===== config.mk =====
export PLATFORM = sky130hd
export DESIGN_NAME = ahb_slave_if
export DESIGN_NICKNAME = d
export VERILOG_FILES = /design/src/rtl/bridge_pkg.sv /design/src/rtl/ahb_addr_decode.sv /design/src/rtl/ahb_slave_if.sv
export SDC_FILE = /design/constraint.sdc
export NUM_CORES = 1
export LEC_CHECK = 0
export CAP_MARGIN = 30
export CORE_UTILIZATION = 41
export DETAILED_ROUTE_END_ITERATION = 10
export PLACE_DENSITY_LB_ADDON = 0.2
export SYNTH_ARGS = -nofsm -noshare
export SYNTH_HDL_FRONTEND = slang
export SYNTH_HIERARCHICAL = 1
export SYNTH_SLANG_ARGS = --single-unit

===== constraint.sdc =====
create_clock -name Hclk -period 4.4 [get_ports Hclk]
set_input_delay 0.88 -clock Hclk [delete_from_list [all_inputs] [get_ports Hclk]]
set_output_delay 0.88 -clock Hclk [all_outputs]
set_load 0.02 [all_outputs]

===== src/rtl/bridge_pkg.sv =====
// Shared definitions for the AHB-to-APB bridge: bus codes, peripheral
// address windows and the AHB slave front-end state encoding.
package bridge_pkg;

  typedef enum logic [1:0] {
    HTRANS_IDLE   = 2'b00,
    HTRANS_BUSY   = 2'b01,
    HTRANS_NONSEQ = 2'b10,
    HTRANS_SEQ    = 2'b11
  } htrans_t;

  localparam logic [1:0] HRESP_OKAY  = 2'b00;
  localparam logic [1:0] HRESP_ERROR = 2'b01;

  // Three 64 MiB peripheral windows, contiguous from 0x8000_0000
  localparam logic [31:0] REGION0_BASE  = 32'h8000_0000;
  localparam logic [31:0] REGION0_LIMIT = 32'h83FF_FFFF;
  localparam logic [31:0] REGION1_BASE  = 32'h8400_0000;
  localparam logic [31:0] REGION1_LIMIT = 32'h87FF_FFFF;
  localparam logic [31:0] REGION2_BASE  = 32'h8800_0000;
  localparam logic [31:0] REGION2_LIMIT = 32'h8BFF_FFFF;

  typedef enum logic [2:0] {
    ST_IDLE  = 3'd0,
    ST_WDATA = 3'd1,
    ST_BUSY  = 3'd2,
    ST_RESP  = 3'd3,
    ST_ERR1  = 3'd4,
    ST_ERR2  = 3'd5
  } state_t;

endpackage


===== src/rtl/ahb_addr_decode.sv =====
// Combinational peripheral decoder: maps an address onto a one-hot select
// and flags whether it falls in any bridge window. Shared with the APB side.
module ahb_addr_decode
  import bridge_pkg::*;
(
  input  logic [31:0] addr,
  output logic [2:0]  sel,
  output logic        in_range
);

  // Pick the window containing the address; no window means out of range
  always_comb begin
    sel = 3'b000;
    if (addr >= REGION0_BASE && addr <= REGION0_LIMIT) begin
      sel = 3'b001;
    end else if (addr >= REGION1_BASE && addr <= REGION1_LIMIT) begin
      sel = 3'b010;
    end else if (addr >= REGION2_BASE && addr <= REGION2_LIMIT) begin
      sel = 3'b100;
    end
    in_range = |sel;
  end

endmodule


===== src/rtl/ahb_slave_if.sv =====
// AHB-Lite slave front end of the AHB-to-APB bridge. Qualifies address
// phases, captures one request, holds it on the back-end valid/ready
// handshake with wait states, and returns read data or an ERROR response.
module ahb_slave_if
  import bridge_pkg::*;
#(
  parameter int TIMEOUT = 16
) (
  input  logic        Hclk,
  input  logic        Hreset,
  input  logic        Hwrite,
  input  logic        Hreadyin,
  input  logic [1:0]  Htrans,
  input  logic [31:0] Haddr,
  input  logic [31:0] Hwdata,
  output logic [31:0] Hrdata,
  output logic        Hreadyout,
  output logic [1:0]  Hresp,
  output logic        be_valid,
  output logic        be_write,
  output logic [31:0] be_addr,
  output logic [31:0] be_wdata,
  output logic [2:0]  be_sel,
  input  logic        be_ready,
  input  logic [31:0] be_rdata
);

  // Counter only needs to reach TIMEOUT-1; a stall at that value times out
  localparam int CNT_W = (TIMEOUT > 1) ? $clog2(TIMEOUT) : 1;

  state_t           state;
  state_t           state_next;
  logic [CNT_W-1:0] wait_cnt;
  logic [CNT_W-1:0] wait_cnt_next;
  logic [2:0]       sel;
  logic             in_range;
  logic             accept;
  logic             timeout_hit;
  logic             capture;
  logic             wdata_load;
  logic             rdata_load;

  ahb_addr_decode u_decode (
    .addr     (Haddr),
    .sel      (sel),
    .in_range (in_range)
  );

  assign accept      = Hreadyout && Hreadyin &&
                       (Htrans == HTRANS_NONSEQ || Htrans == HTRANS_SEQ);
  assign timeout_hit = (TIMEOUT != 0) && (wait_cnt == CNT_W'(TIMEOUT - 1));

  // Ready and response are pure functions of the current state
  always_comb begin
    Hreadyout = 1'b1;
    Hresp     = HRESP_OKAY;
    case (state)
      ST_WDATA, ST_BUSY: Hreadyout = 1'b0;
      ST_ERR1: begin
        Hreadyout = 1'b0;
        Hresp     = HRESP_ERROR;
      end
      ST_ERR2: Hresp = HRESP_ERROR;
      default: ;
    endcase
  end

  // Next state, capture strobes and wait-counter update
  always_comb begin
    state_next    = state;
    wait_cnt_next = wait_cnt;
    capture       = 1'b0;
    wdata_load    = 1'b0;
    rdata_load    = 1'b0;
    case (state)
      ST_IDLE, ST_RESP, ST_ERR2: begin
        if (accept && !in_range) begin
          state_next = ST_ERR1;
        end else if (accept) begin
          capture    = 1'b1;
          state_next = Hwrite ? ST_WDATA : ST_BUSY;
        end else begin
          state_next = ST_IDLE;
        end
      end
      ST_WDATA: begin
        wdata_load = 1'b1;
        state_next = ST_BUSY;
      end
      ST_BUSY: begin
        // A completion in the same cycle as the timeout still wins
        if (be_ready) begin
          rdata_load = !be_write;
          state_next = ST_RESP;
        end else if (timeout_hit) begin
          state_next = ST_ERR1;
        end else begin
          wait_cnt_next = wait_cnt + 1'b1;
        end
      end
      ST_ERR1: state_next = ST_ERR2;
      default: state_next = ST_IDLE;
    endcase
    if (state_next == ST_BUSY && state != ST_BUSY) begin
      wait_cnt_next = '0;
    end
  end

  // State, wait counter and every registered bus and back-end output
  always_ff @(posedge Hclk or posedge Hreset) begin
    if (Hreset) begin
      state    <= ST_IDLE;
      wait_cnt <= '0;
      be_valid <= 1'b0;
      be_write <= 1'b0;
      be_addr  <= '0;
      be_wdata <= '0;
      be_sel   <= '0;
      Hrdata   <= '0;
    end else begin
      state    <= state_next;
      wait_cnt <= wait_cnt_next;
      be_valid <= (state_next == ST_BUSY);
      if (capture) begin
        be_addr  <= Haddr;
        be_write <= Hwrite;
        be_sel   <= sel;
      end
      if (wdata_load) begin
        be_wdata <= Hwdata;
      end
      if (rdata_load) begin
        Hrdata <= be_rdata;
      end
    end
  end

endmodule


==> results of run 1 <==
[worst min path at each step]
stage,startpoint,end,slack [ns]
after floorplan,wait_cnt[1],wait_cnt[1],0.52
after global placement,Hrdata[24],Hrdata[24],0.47
after detailed placement,Hrdata[24],Hrdata[24],0.47
after CTS,Hrdata[24],Hrdata[24],0.50
after global routing,Hrdata[16],Hrdata[16],0.52
final,Hrdata[24],Hrdata[24],0.49
[cell usage in the layout (no fill, tap or decap), types with 2 or more instances in the layout]
cell type        instances
o21ai_0                  2
nand4b_1                 2
nand2_1                  5
clkdlybuf4s50_1        204
xor2_1                   4
mux2_2                  98
buf_4                    4
a21oi_1                  5
nand3_1                  3
nor3b_2                  2
nor2_1                   5
a21o_1                   2
inv_1                    3
nor2b_1                  3
clkbuf_1                 2
clkbuf_8                11
mux2_1                   2
dfrtp_1                108
bufinv_16                2
[metrics by stage]
step                      worst slack [ns]  std cells  cell area [µm²]  hold slack [ns]
after floorplan                     0.6744        275             4265           0.5172
final                                1.247        619             6689           0.4931
after CTS                            1.247        619             6689           0.4961
after global routing                 1.138        619             6689           0.5222
after detailed placement            0.8665        603             6461           0.4741
after global placement              0.9335        603             6461           0.4664
[cell type report]
class / instances / area share, %
clock inverter: 3 / 1.029
tap: 133 / 2.488
timing repair buffer: 209 / 31.28
multi-input combinational: 149 / 22.17
inverter: 4 / 0.2619
clock buffer: 13 / 2.376
sequential: 108 / 40.40
[sequential cells by signal, indices dropped and copies added, names as in the netlist]
register and count:
Hrdata 32, be_addr 32, be_wdata 32, wait_cnt 4, be_sel 3, state 3, be_valid 1, be_write 1
[cells by family after synthesis]
| family | count (synthesis) | share of synthesized area [%] |
|---|---|---|
| xor gates and xnor gates | 4 | 0.8213 |
| muxes | 100 | 26.40 |
| AOI/OAI and AO/OA | 13 | 2.053 |
| adders and majority gates | 1 | 0.2933 |
| other | 1 | 0.08792 |
| and+or+nand+nor | 30 | 4.782 |
| DFF | 108 | 63.36 |
| buffers and inverters | 18 | 2.200 |
[routing by layer]
metal | vias to the layer above | track usage [%] | part of all wire, %
met5 | - | 0 | 0
met3 | 10 | 7.331 | 8.1
li1 | 1378 | - | -
met1 | 1443 | 23.35 | 40
met4 | 0 | 6.531 | 1.3
met2 | 116 | 31.71 | 50
[power by group through the flow]
stage | Sequential (mW) | Combinational [mW] | Clock [mW]
finish | 1.67 | 2.25 | 0.672
global placement | 1.66 | 2.24 | 0
floorplan | 2.16 | 0.698 | 0
detailed placement | 1.69 | 2.27 | 0
global route | 1.73 | 2.38 | 0.728
CTS | 1.67 | 2.28 | 0.693
==> impl_metrics.toml, run 1 <==
[run_status]
status = "completed"

[die]
core_um2 = 9910
die_h_um = 104.0
die-area_um2 = 10820
rows = 36
io_pins = 207
start_util_pct = 43.04
die_w_um = 104.0

[logic_synthesis]
ys_warn_count = 6
synth_top_area_share_pct = 63.36
synth-edff-count = 0
synth.area.top_cells = "dfrtp_1 (63%), mux2_2 (26%), buf_2 (1.4%), xor2_1 (0.82%), a21oi_1 (0.59%)"
synth.top_cells.by_count = "dfrtp_1 (108), mux2_2 (98), buf_2 (12)"
syn_area_um2 = 4265
synth-seq-cells = 108
seq_area_frac_synth_pct = 63.36
syn_inst = 275
synthFlopType = "dfrtp_1"
yosysTopAreaCell = "dfrtp_1"
synth.avg_cell_area_um2 = 15.51
synthArstFlopShare_pct = 100.0
yosysMostFrequentCell = "dfrtp_1"
synth.distinct_cells = 32
syn_nets = 379

[setup_path]
cp.arrival_ns = 3.40
path_class = "in2reg"
r2r_start = "state[1]"
crit_path_end = "be_addr[18]"
ff2ff_path_depth = 4
cp-start-kind = "input pin"
crit_family = "simple AND/OR/NAND/NOR gates"
crit_path_cell_trace = "clkdlybuf4s50_1 > or4b_4 > a21oi_1 > nand4b_1 > o22ai_4 > buf_12 > mux2_2"
slowest_stage = "or4b_4"
critical_path.startpoint = "Haddr[30]"
worstReg2RegEnd = "Hrdata[7]"
end_kind = "flip-flop"
r2r_slack_ns = 2.27
cp_max_fo = 29
critical_path_depth = 7
crit_buf_inv = 2
max_stage_delay_ns = 0.59
worstPathRequired_ns = 4.64

[drt]
drt_iter0_drc = 76
drcViolationCount = 0
drt_wl_total_mm = 9.816
wl_per_cell_um = 15.86
viasPerCell = 4.761
first_pass_iters = 4
vias = 2947
postRouteAntennaNets = 0

[sta]
fmax_ghz = 0.3171
skew_ns = 0.01024
slew_violations = 0
slew-limit-headroom_pct = 59.64
timing.setup.tns_ns = 0
timing.final.crit_share_pct = 71.67
worst_pin_slew_ns = 0.6054
hold_violations = 0
setup_viol = 0
finalCriticalPeriod_ns = 3.153
grt_setup_unrepaired = "false"

[final_layout]
multiInputGateArea_um2 = 1483
fillers = 767
area_growth_pct = 56.82
post-route-util_pct = 67.50
layout-drive-gt1-share_pct = 25.72
final_nets = 585
regArea_um2 = 2703
diodes = 0

[cts]
cts_tree = "done"
clk_path_buf_depth = 2
post_cts_buffers = 0
cts.sinks = 108
numCtsBuffers = 9
clock-root-buffer = "clkbuf_8"
ctsHoldBuffers = 0
path_clk_slew_ns = 0.09
cts-resized-gates = 0
htreeDepth = 3
clock_latency_ns = 0.36

[pwr]
combPwrFrac_pct = 49.0
seqPwrFrac_pct = 36.3
ir_worst_vdd_v = 0.0003317
power_mw = 4.591
switching_share_pct = 34.55
p_per_area_nw_per_um2 = 686.3
p_leak_nw = 2.855
p_sw_mw = 1.586
pwr-share-clk_pct = 14.6
p_int_mw = 3.005

[place]
place_congestion = 0.7600
port_buffers = 204
hpwlAfterDp_mm = 7.330

[worst_hold_path]
hold_depth = 1
hp-class = "reg2reg"

[global_route]
grt_pass1_vias = 3111
antenna_found_initial = 0
grt_pass1_wl_mm = 16.25
track_usage_pct = 19.32
overflow = 0
grt_max_degree = 50

[job]
cap_violations = 0
Note: power is estimated with default switching activity, not from simulation.
==> run 2, diff against run 1 <==
- clock period: 4.4 -> 3.25 ns (I/O delays scaled with it)
==> run 2 against run 1 <==
Clock-buffer cell count shrank 3. Die area is the same. Worst hold slack lost 0.0021 ns. Sequential power grew 35%. Critical endpoint is now Hreadyout. Largest power group unchanged. Highest routed layer unchanged.
==> impl_metrics.toml, run 2 (synthesized netlist as in run 1, its figures left out) <==
[drt]
vias = 3011
drt_wl_total_mm = 10.16
drcViolationCount = 0
first_pass_iters = 6
drt_iter0_drc = 75
viasPerCell = 4.864
wl_per_cell_um = 16.41
postRouteAntennaNets = 0

[sta]
worst_pin_slew_ns = 0.5925
finalCriticalPeriod_ns = 2.690
slew-limit-headroom_pct = 60.42
timing.final.crit_share_pct = 82.78
hold_violations = 0
skew_ns = 0.008922
setup_viol = 0
slew_violations = 0
fmax_ghz = 0.3717
timing.setup.tns_ns = 0
grt_setup_unrepaired = "false"
setup_ws_ns = 0.5598

[cts]
post_cts_buffers = 0
clock_latency_ns = 0.37
cts_tree = "done"
htreeDepth = 3
path_clk_slew_ns = 0.10
clock-root-buffer = "clkbuf_8"
cts-resized-gates = 0
clk_path_buf_depth = 2
cts.sinks = 108
numCtsBuffers = 9
ctsHoldBuffers = 0

[setup_path]
critical_path.startpoint = "state[0]"
crit_path_end = "Hreadyout"
r2r_slack_ns = 1.30
cp-start-kind = "flip-flop"
slowest_stage = "dfrtp_1"
max_stage_delay_ns = 0.61
cp.arrival_ns = 2.04
crit_family = "flip-flops"
crit_buf_inv = 1
cp_max_fo = 10
worstReg2RegEnd = "be_wdata[4]"
r2r_start = "state[0]"
critical_path_depth = 3
ff2ff_path_depth = 4
crit_path_cell_trace = "xor2_1 > o21ai_0 > clkdlybuf4s50_1"
worstPathRequired_ns = 2.60
path_class = "reg2out"
end_kind = "output pin"

[final_layout]
layout_commonest_cell = "clkdlybuf4s50_1"
multiInputGateArea_um2 = 1483
most-common-layout-cells = "clkdlybuf4s50_1 (204), dfrtp_1 (108), mux2_2 (98), clkbuf_8 (10)"
fillers = 745
layout-drive-gt1-share_pct = 26.13
final_nets = 585
diodes = 0
instances_no_fill = 619
post-route-util_pct = 67.58
top_regs = "Hrdata x32, be_addr x32, be_wdata x32"
regArea_um2 = 2703
area_growth_pct = 57.00

[job]
cap_violations = 0

[global_route]
antenna_found_initial = 0
grt_pass1_vias = 3216
grt_pass1_wl_mm = 16.66
track_usage_pct = 19.70
overflow = 0
grt_max_degree = 85

[place]
placedCellCount = 603
port_buffers = 204
hpwlAfterDp_mm = 7.538
place_ws_ns = 0.2142
place_congestion = 0.7391

[die]
io_pins = 207
die_w_um = 104.0
core_um2 = 9910
die-area_um2 = 10820
die_h_um = 104.0
rows = 36
start_util_pct = 43.04

[pwr]
pwr-share-clk_pct = 13.7
p_sw_mw = 2.194
power_mw = 6.168
switching_share_pct = 35.57
ir_worst_vdd_v = 0.0004262
p_per_area_nw_per_um2 = 921.1
combPwrFrac_pct = 49.7
seqPwrFrac_pct = 36.7
p_int_mw = 3.974
p_leak_nw = 2.845

[run_status]
status = "completed"

[worst_hold_path]
hp-class = "reg2reg"
-- run 2: stage by stage --
step / instance area (µm²) / hold WS [ns]
after floorplan: 4269 / 0.5172
after global placement: 6487 / 0.4676
after detailed placement: 6487 / 0.4769
after CTS: 6696 / 0.4988
after global routing: 6696 / 0.5122
final: 6696 / 0.4910
-- run 2: worst register-to-register path, stage by stage, from the launching register on --
cell,delay (ns)
dfrtp_1,0.61
nor2b_1,0.21
and2_1,0.22
buf_4,0.40
mux2_2,0.41
-- run 2: per-layer routing --
metal	vias up	global-route usage, %	share of wire, %
li1	1376	-	-
met1	1498	23.94	41
met2	130	32.67	50
met3	7	6.830	8.5
met4	0	6.633	1.0
met5	-	0	0
-- run 2: final cells by class --
cell class                      instances  area share (%)
Tap cell                              133           2.485
Clock inverter                          6           1.065
Clock buffer                           10           2.055
Inverter                                4          0.2803
Timing Repair Buffer                  209           31.61
Multi-Input combinational cell        149           22.14
Sequential cell                       108           40.36
-- run 2: how the worst min path moves through the flow --
stage | startpoint | to | slack, ns | depth (start not counted)
final | Hrdata[24] | Hrdata[24] | 0.49 | 1
after detailed placement | Hrdata[24] | Hrdata[24] | 0.48 | 1
after floorplan | wait_cnt[1] | wait_cnt[1] | 0.52 | 2
after CTS | Hrdata[24] | Hrdata[24] | 0.50 | 1
after global placement | Hrdata[24] | Hrdata[24] | 0.47 | 1
after global routing | Hrdata[24] | Hrdata[24] | 0.51 | 1
-- run 2: power groups by stage --
stage               combinational [mW]  sequential, mW  clock (mW)
finish                            3.06            2.26       0.844
global route                      3.24            2.35       0.922
CTS                               3.10            2.27       0.877
detailed placement                3.09            2.29           0
global placement                  3.04            2.25           0
floorplan                        0.945            2.92           0
==> run 3, diff against run 2 <==
- clock period: 3.25 -> 2.6 ns (I/O delays scaled with it)
==> run 3 against run 2 <==
Non-clock buffer count up 4. First-iteration DRC count up 9.3%. Sequential share of layout area down 0.40 points. Critical endpoint is now be_addr[13].
==> impl_metrics.toml, run 3 (synthesized netlist as in run 1, its figures left out) <==
[pwr]
power_mw = 7.789
ir_worst_vdd_v = 0.0005401
p_leak_nw = 2.880
p_per_area_nw_per_um2 = 1152

[drt]
wl_per_cell_um = 16.12
viasPerCell = 4.859
vias = 3027
first_pass_iters = 4
drcViolationCount = 0
postRouteAntennaNets = 0
drt_iter0_drc = 82
drt_wl_total_mm = 10.04

[final_layout]
layout_commonest_cell = "clkdlybuf4s50_1"
top_regs = "Hrdata x32, be_addr x32, be_wdata x32"
most-common-layout-cells = "clkdlybuf4s50_1 (204), dfrtp_1 (108), mux2_2 (98), clkbuf_8 (9)"
layout-drive-gt1-share_pct = 26.53
final_nets = 589
fillers = 735
regArea_um2 = 2703
area_growth_pct = 58.58
multiInputGateArea_um2 = 1483
diodes = 0

[die]
start_util_pct = 43.04
io_pins = 207
die-area_um2 = 10820
die_h_um = 104.0
core_um2 = 9910
die_w_um = 104.0
rows = 36

[cts]
cts.sinks = 108
ctsHoldBuffers = 0
cts_tree = "done"
post_cts_buffers = 0
cts-resized-gates = 0
numCtsBuffers = 9
htreeDepth = 3
clock_latency_ns = 0.36
path_clk_slew_ns = 0.10
clock-root-buffer = "clkbuf_8"
clk_path_buf_depth = 2

[sta]
setup_viol = 0
fmax_ghz = 0.4021
slew_violations = 0
skew_ns = 0.01405
grt_setup_unrepaired = "false"
setup_ws_ns = 0.1131
finalCriticalPeriod_ns = 2.487
hold_violations = 0
timing.setup.tns_ns = 0
worst_pin_slew_ns = 0.5899
timing.final.crit_share_pct = 95.65
slew-limit-headroom_pct = 60.59

[setup_path]
crit_path_cell_trace = "clkdlybuf4s50_1 > or4b_4 > a21oi_1 > nand4b_1 > o22ai_4 > buf_12 > mux2_2"
crit_buf_inv = 2
end_kind = "flip-flop"
worstPathRequired_ns = 2.84
cp_max_fo = 20
cp-start-kind = "input pin"
path_class = "in2reg"
cp.arrival_ns = 2.73
slowest_stage = "or4b_4"
max_stage_delay_ns = 0.55
crit_family = "simple AND/OR/NAND/NOR gates"

[global_route]
track_usage_pct = 19.66
grt_max_degree = 49
grt_pass1_wl_mm = 16.71
antenna_found_initial = 0
grt_pass1_vias = 3331
overflow = 0

[place]
port_buffers = 204
place_ws_ns = -0.2831
place_congestion = 0.7408
hpwlAfterDp_mm = 7.607

[run_status]
status = "completed"

[job]
cap_violations = 0

[worst_hold_path]
hp-class = "reg2reg"
==> run 3: through the flow <==
| step | cell area (µm²) | util, % | hold WS (ns) | instances |
|---|---|---|---|---|
| 6_report | 6764 | 68.26 | 0.4900 | 623 |
| 5_1_grt | 6764 | 68.26 | 0.5259 | 623 |
| 4_1_cts | 6764 | 68.26 | 0.4974 | 623 |
| 3_5_place_dp | 6543 | 66.02 | 0.4758 | 607 |
| 3_3_place_gp | 6543 | 66.02 | 0.4661 | 607 |
| 2_1_floorplan | 4269 | - | 0.5172 | 275 |
==> run 3: metal layers <==
layer	GRT usage, %	wire length [µm]	up-vias
met1	22.58	3949	1487
met3	6.140	803	15
met4	7.653	182	0
met5	0	0	-
li1	-	-	1395
met2	34.14	5108	130
==> run 3: worst paths after layout <==
| kind | slack, ns | cells past startpoint | from | end |
|---|---|---|---|---|
| worst max-delay path | 0.11 | 7 | Haddr[30] | be_addr[13] |
| worst min-delay path | 0.49 | 1 | Hrdata[0] | Hrdata[0] |
| worst max register to register | 0.83 | 5 | state[0] | be_wdata[3] |
| worst min register to register | 0.49 | 1 | Hrdata[0] | Hrdata[0] |
| max in group asynchronous | 1.41 | 3 | Hreset | be_valid |
| min in group asynchronous | 0.56 | 2 | Hreset | be_wdata[20] |
==> run 3: worst register-to-register path, cell delays in order (launching register included) <==
cell and delay [ns]:
dfrtp_1 0.39, buf_4 0.19, nor2b_1 0.17, and2_1 0.14, buf_4 0.37, mux2_2 0.42
==> run 3: cell type report <==
type | instances | share of cell area, %
multi-input combinational | 149 | 21.92
clock inverter | 6 | 1.387
tap | 133 | 2.460
timing repair buffer | 213 | 32.11
sequential | 108 | 39.96
inverter | 4 | 0.2775
clock buffer | 10 | 1.887
==> run 3: power by group <==
group          switching [mW]  total (mW)  internal (mW)  leakage (nW)
Clock                   0.563        1.12          0.552         0.107
Combinational            1.77        3.87           2.10          1.42
Sequential              0.396        2.80           2.41          1.35
Total                    2.72        7.79           5.06          2.88
